File: src/rtl/fifo_link_pkg.sv
// Shared definitions for the master/FIFO/slave link: default word width,
// the slave's read-side state encoding and the sequence checker's start value.
package fifo_link_pkg;

  // Default FIFO word width, shared by master data_in and slave data_out.
  localparam int DATA_W_DEF = 8;

  // First word the master emits after reset; the slave's checker expects it first.
  localparam logic [DATA_W_DEF-1:0] SEQ_START_DEF = 8'h00;

  // Read-side handshake states, 2-bit encoding.
  typedef enum logic [1:0] {
    S_IDLE  = 2'd0,
    S_READ  = 2'd1,
    S_LATCH = 2'd2,
    S_HOLD  = 2'd3
  } fifo_state_t;

endpackage

File: src/rtl/fifo_slave_seq_chk.sv
// Sequence checker for fifo_slave: tracks the next word the master's
// incrementing stream should deliver and flags any captured word that
// differs. The flag is sticky until reset; the expectation always follows
// the last captured word, so one bad word raises exactly one discontinuity.
module fifo_slave_seq_chk
  import fifo_link_pkg::*;
#(
  parameter int                DATA_W    = DATA_W_DEF,
  parameter logic [DATA_W-1:0] SEQ_START = SEQ_START_DEF
) (
  input  logic              clk_slave,
  input  logic              reset,
  input  logic              capture,
  input  logic [DATA_W-1:0] data_out,
  output logic              seq_err
);

  logic [DATA_W-1:0] expected;

  // Compare each captured word against the expectation, then resync to word+1.
  always_ff @(posedge clk_slave) begin
    if (!reset) begin
      expected <= SEQ_START;
      seq_err  <= 1'b0;
    end else if (capture) begin
      expected <= data_out + 1'b1;
      if (data_out != expected) begin
        seq_err <= 1'b1;
      end
    end
  end

endmodule

File: src/rtl/fifo_slave.sv
// Consumer end of the master/FIFO link. Pops one word at a time from the
// shared FIFO, holds it on rx_data/rx_valid until downstream takes it, and
// keeps a running word count and modular checksum of everything captured.
// Optional build macro FIFO_SLAVE_SEQ_CHECK_EN adds the seq_err output and a
// checker that the popped stream is the master's incrementing sequence.
module fifo_slave
  import fifo_link_pkg::*;
#(
  parameter int                DATA_W    = DATA_W_DEF,
  parameter int                CNT_W     = 16
`ifdef FIFO_SLAVE_SEQ_CHECK_EN
  ,
  parameter logic [DATA_W-1:0] SEQ_START = SEQ_START_DEF
`endif
) (
  input  logic              clk_slave,
  input  logic              reset,
  input  logic              fifo_empty,
  input  logic [DATA_W-1:0] data_out,
  output logic              rd_en_slave,
  input  logic              consume_ready,
  output logic [DATA_W-1:0] rx_data,
  output logic              rx_valid,
  output logic [CNT_W-1:0]  rx_count,
  output logic [DATA_W-1:0] rx_checksum
`ifdef FIFO_SLAVE_SEQ_CHECK_EN
  ,
  output logic              seq_err
`endif
);

  fifo_state_t state;

  // Read handshake: pop one word, capture it a cycle later, hold until consumed.
  // Only one pop is ever in flight, so the FIFO cannot be over-read, and
  // fifo_empty is only looked at while idle.
  always_ff @(posedge clk_slave) begin
    if (!reset) begin
      state       <= S_IDLE;
      rd_en_slave <= 1'b0;
      rx_data     <= '0;
      rx_valid    <= 1'b0;
      rx_count    <= '0;
      rx_checksum <= '0;
    end else begin
      case (state)
        S_IDLE: begin
          if (!fifo_empty) begin
            rd_en_slave <= 1'b1;
            state       <= S_READ;
          end
        end
        S_READ: begin
          rd_en_slave <= 1'b0;
          state       <= S_LATCH;
        end
        S_LATCH: begin
          rx_data     <= data_out;
          rx_valid    <= 1'b1;
          rx_count    <= rx_count + 1'b1;
          rx_checksum <= rx_checksum + data_out;
          state       <= S_HOLD;
        end
        S_HOLD: begin
          if (consume_ready) begin
            rx_valid <= 1'b0;
            state    <= S_IDLE;
          end
        end
        default: begin
          rd_en_slave <= 1'b0;
          state       <= S_IDLE;
        end
      endcase
    end
  end

`ifdef FIFO_SLAVE_SEQ_CHECK_EN
  logic capture;

  // The checker samples data_out on the same edge that loads rx_data.
  assign capture = (state == S_LATCH);

  fifo_slave_seq_chk #(
    .DATA_W    (DATA_W),
    .SEQ_START (SEQ_START)
  ) u_seq_chk (
    .clk_slave (clk_slave),
    .reset     (reset),
    .capture   (capture),
    .data_out  (data_out),
    .seq_err   (seq_err)
  );
`endif

endmodule

File: config.mk
export PLATFORM = sky130hd
export DESIGN_NAME = fifo_slave
export DESIGN_NICKNAME = d
export VERILOG_FILES = /design/src/rtl/fifo_link_pkg.sv /design/src/rtl/fifo_slave_seq_chk.sv /design/src/rtl/fifo_slave.sv
export SDC_FILE = /design/constraint.sdc
export NUM_CORES = 1
export LEC_CHECK = 0
export BUFFER_PORTS_ARGS = -buffer_cell sky130_fd_sc_hd__buf_2
export CAP_MARGIN = 0
export CORE_MARGIN = 1
export CORE_UTILIZATION = 56
export DETAILED_ROUTE_END_ITERATION = 16
export MAX_ROUTING_LAYER = met4
export PLACE_DENSITY = 0.92
export SETUP_SLACK_MARGIN = 0.15
export SLEW_MARGIN = 20
export SYNTH_ARGS = -nofsm -noshare
export SYNTH_HDL_FRONTEND = slang
export SYNTH_HIERARCHICAL = 1
export SYNTH_SLANG_ARGS = --single-unit
File: constraint.sdc
create_clock -name clk_slave -period 2.6 [get_ports clk_slave]
set_clock_uncertainty 0.05 [all_clocks]
set_input_delay 0.26 -clock clk_slave [delete_from_list [all_inputs] [get_ports clk_slave]]
set_output_delay 0.26 -clock clk_slave [all_outputs]
set_load 0.05 [all_outputs]
After elaboration in Yosys (flattened, before gate mapping)
Cells that the tools add are included.
Operators by class
  add/subtract/negate cells: 2
  eq/ne operators: 5
  multiplexer cells: 7
  reduce and logical (&&, ||, !) cells: 6
Operator list (count)
  $add A16 B1 Y16 const B: 1
  $add A8 B8 Y8: 1
  $pmux W2 S4: 1
  $reduce_and A2 Y1: 3
  $eq A2 B2 Y1 const B: 2
  $mux W2: 2
  $ne A2 B2 Y1 const B: 2
  $pmux W1 S2: 2
  $reduce_bool A2 Y1: 2
  $eq A2 B1 Y1 const B: 1
  $logic_not A2 Y1: 1
  $mux W1: 2
Word-level totals
  register bits: 36
  bits of input ports: 12
  output and inout bits: 34
  word-level logic and storage cells: 26

Logic depth before layout (Yosys ltp)
  depth in word-level cells: 3
  gate-level depth with buffers: 8
  gate-level depth less buffers: 8

Least setup slack after synthesis
OpenSTA, ideal clock, no wires.
  path type: register to register
  start point: register rx_checksum[0]
  end point: register rx_checksum[4]
  setup time: 0.115 ns
  data arrival time: 2.037 ns
  data required time: 2.435 ns
  slack: 0.398 ns
  cell stages (with the launch flop): 9
  buffers on the path: 0
  clock period less this slack: 2.202 ns
  path through: dfxtp_1 ha_1 inv_1 fa_1 nor2b_1 o21ai_0 a21boi_0 o31ai_1 and2_1
On the way
  word-level cells in the longest chain between the ends: 1
Ends and longest elaborated chain
  from (decl): RTL line fifo_slave.sv:25  | output logic [DATA_W-1:0] rx_checksum
  from (signal assigned): RTL line fifo_slave.sv:61  | rx_checksum <= rx_checksum + data_out;
  $add A8 B8 Y8: RTL line fifo_slave.sv:61
Every way passes these cells.
A chain may end at the register's enable or synchronous reset.

Worst setup path after layout
  start point: register rx_checksum[0]
  end point: register rx_checksum[6]
The elaborated chain is that of the path after synthesis.

==> impl_metrics.csv <==
group,metric,value,unit
outcome,status,"completed",
global_route,grt_overflow,0,
place,dp.final_hpwl,2500,um
worst_hold_path,hp-class,"primary input to register",
power,p_per_area,805,nW/um^2
routing,wl_per_cell,12.0,um
final_layout,final_common_cell,"buf_2",
sta,rsz0062_at_grt,"no",
floorplan,ios,46,
final_layout,layout_common_cells,"45 x buf_2, 36 x dfxtp_1, 18 x nor2b_1, 16 x nand2_1",
floorplan,rows,20,
worst_setup_path,arrival,2170,ps
clock_tree,clockBufferDepth,2,
power,p_sw_share,41.8,%
routing,drt_iter0_drc,91,
sta,hold_viol,0,
sta,setup_ws,605,ps
sta,max_freq,0.501,GHz
clock_tree,cts_num_sinks,36,
power,p_int,0.00102,W
routing,vias,1500,
sta,finalCritPeriodShare,76.7,%
power,vdd_drop_max,0.000455,V
sta,finalSetupViolCount,0,
routing,wl,3410,um
place,port_buffers,45,
yosys,syn-num-nets,218,
clock_tree,htreeDepth,2,
yosys,async_reset_ff_share,0,%
yosys,avgSynthCellArea,9.59,um^2
global_route,track_usage,22.9,%
sta,relSlewSlack,60.8,%
sta,tightest_slew,588,ps
final_layout,final_nets,265,
global_route,grt_pass1_wl,5850,um
clock_tree,postCtsResizedCells,0,
final_layout,multiInputGateArea,1060,um^2
yosys,synth_area,1840,um^2
floorplan,core-area,3080,um^2
yosys,synth-seq-area-share,39.1,%
routing,vias_per_cell,5.28,
clock_tree,cts_hold_buf,0,
worst_setup_path,cp.required,2780,ps
worst_setup_path,critPathMaxFanout,3,
floorplan,start_util,59.8,%
sta,final-max-slew-violation-count,0,
clock_tree,cts_buffers,5,
final_layout,fin_util,70.4,%
worst_setup_path,critPathKind,"register to register",
flow_run,maxCapViolations,0,
place,dp_slack,629,ps
global_route,grt_pass1_vias,1391,
worst_setup_path,crit_path_end_kind,"register",
clock_tree,cts_root_buf,"clkbuf_4",
worst_setup_path,start_kind,"register",
power,p_switching,0.000728,W
power,p_clk_share,18.2,%
yosys,ys_warn_count,6,
sta,fin_crit,1990,ps
final_layout,syn2layout_area_growth,17.6,%
global_route,grt_max_degree,42,
yosys,synth_edf_count,0,
final_layout,n_antenna_cell,0,
floorplan,die_area,3520,um^2
floorplan,die_h,59.4,um
power,comb_power_share,42.2,%
yosys,synth-main-ff-cell,"dfxtp_1",
routing,antenna_left,0,
final_layout,register_area,721,um^2
clock_tree,clk_pin_slew,110,ps
clock_tree,cts_tree,"done",
yosys,ys_seq_elements,36,
yosys,synth_cell_type_count,40,
routing,route.detailed.drc,0,
sta,tns,0,ps
floorplan,die_w,59.4,um
power,p_leak,1.03,nW
final_layout,fill_cells,265,
power,seqPwrFrac,39.6,%
final_layout,drive_gt1_share,24.2,%
clock_tree,postCtsSetupRepairBufs,0,
clock_tree,clock_latency,340,ps
routing,first_pass_iters,4,
place,place.gp.congestion,0.847,
global_route,antenna_found_initial,0,
yosys,synthCells,192,
critical path, stage by stage (launching register included):
cell	delay [ps]
dfxtp_1	370
ha_1	180
inv_1	60
fa_1	370
nor2b_1	160
o21ai_0	120
a21boi_0	330
o21a_1	160
o211ai_1	90
cell usage after synthesis, types with 2 or more instances:
cell type  number  area share, %
mux2i_1        13            7.1
dfxtp_1        36             39
a31oi_1         2           0.68
a21o_1          2           0.81
ha_1           13            8.8
clkbuf_1        4           0.81
nor2b_1        18            6.1
or3_1           2           0.68
buf_2           3           0.81
nand2b_1        2           0.68
xnor2_1         7            3.3
nor2_1          4           0.81
inv_1           8            1.6
and2_1         12            4.1
nand4_1         3            1.0
nand2_1        16            3.3
nor3_1          2           0.54
and3_1          3            1.0
nand3_1         6            1.6
a21oi_1         2           0.54
xor2_1          8            3.8
a21boi_0        3            1.2
o21ai_0         5            1.4
a22oi_1         2           0.81
final cells by class:
type	count	area share, %
Clock buffer	8	2.72
Sequential cell	36	33.3
Multi-Input combinational cell	141	49.0
Timing Repair Buffer	47	11.1
Tap cell	44	2.54
Inverter	8	1.39
routing by layer:
metal,vias up,part of all wire [%],track usage (%)
met2,35,48,37.2
met3,7,4.6,5.24
met1,700,46,26.6
met5,-,0,-
li1,758,-,-
met4,0,1.6,11.2
power by group through the flow:
stage / Sequential, W / Clock [W] / Combinational (W)
finish: 0.000690 / 0.000318 / 0.000736
detailed placement: 0.000703 / 0 / 0.000740
global route: 0.000702 / 0.000354 / 0.000801
global placement: 0.000700 / 0 / 0.000722
CTS: 0.000691 / 0.000323 / 0.000742
floorplan: 0.000919 / 0 / 0.000364
registers in the layout, indices dropped and copies added, names as in the netlist:
register     flops
state            2
rx_valid         1
rx_count        16
rx_checksum      8
rx_data          8
rd_en_slave      1
through the flow:
| stage | hold slack (ps) | power [W] | std cells | instance area, um^2 |
|---|---|---|---|---|
| after floorplan | 366 | 0.00128 | 192 | 1840 |
| after global placement | 404 | 0.00142 | 276 | 2110 |
| after detailed placement | 421 | 0.00144 | 276 | 2110 |
| after CTS | 141 | 0.00176 | 284 | 2170 |
| after global routing | 141 | 0.00186 | 284 | 2170 |
| final | 143 | 0.00174 | 284 | 2170 |
worst paths after layout:
kind | from | end | slack [ps] | depth (start not counted)
min reg2reg | rx_checksum[7] | rx_checksum[7] | 440 | 2
max | rx_checksum[0] | rx_checksum[6] | 610 | 8
min | data_out[5] | rx_data[5] | 140 | 3
max reg2reg | rx_checksum[0] | rx_checksum[6] | 610 | 8
kinds of logic (layout without fill, tap and decap cells):
group	after synthesis	count (layout)	synth area share, %
AND/OR/NAND/NOR	74	74	23.9
multiplexers	13	13	7.06
XOR/XNOR	15	15	7.13
flip-flops	36	36	39.1
buffers and inverters	15	63	3.26
AO/OA/AOI/OAI	25	25	9.58
adder cells (fa/ha/maj)	14	14	9.92
Note: power is estimated with default switching activity, not from simulation.
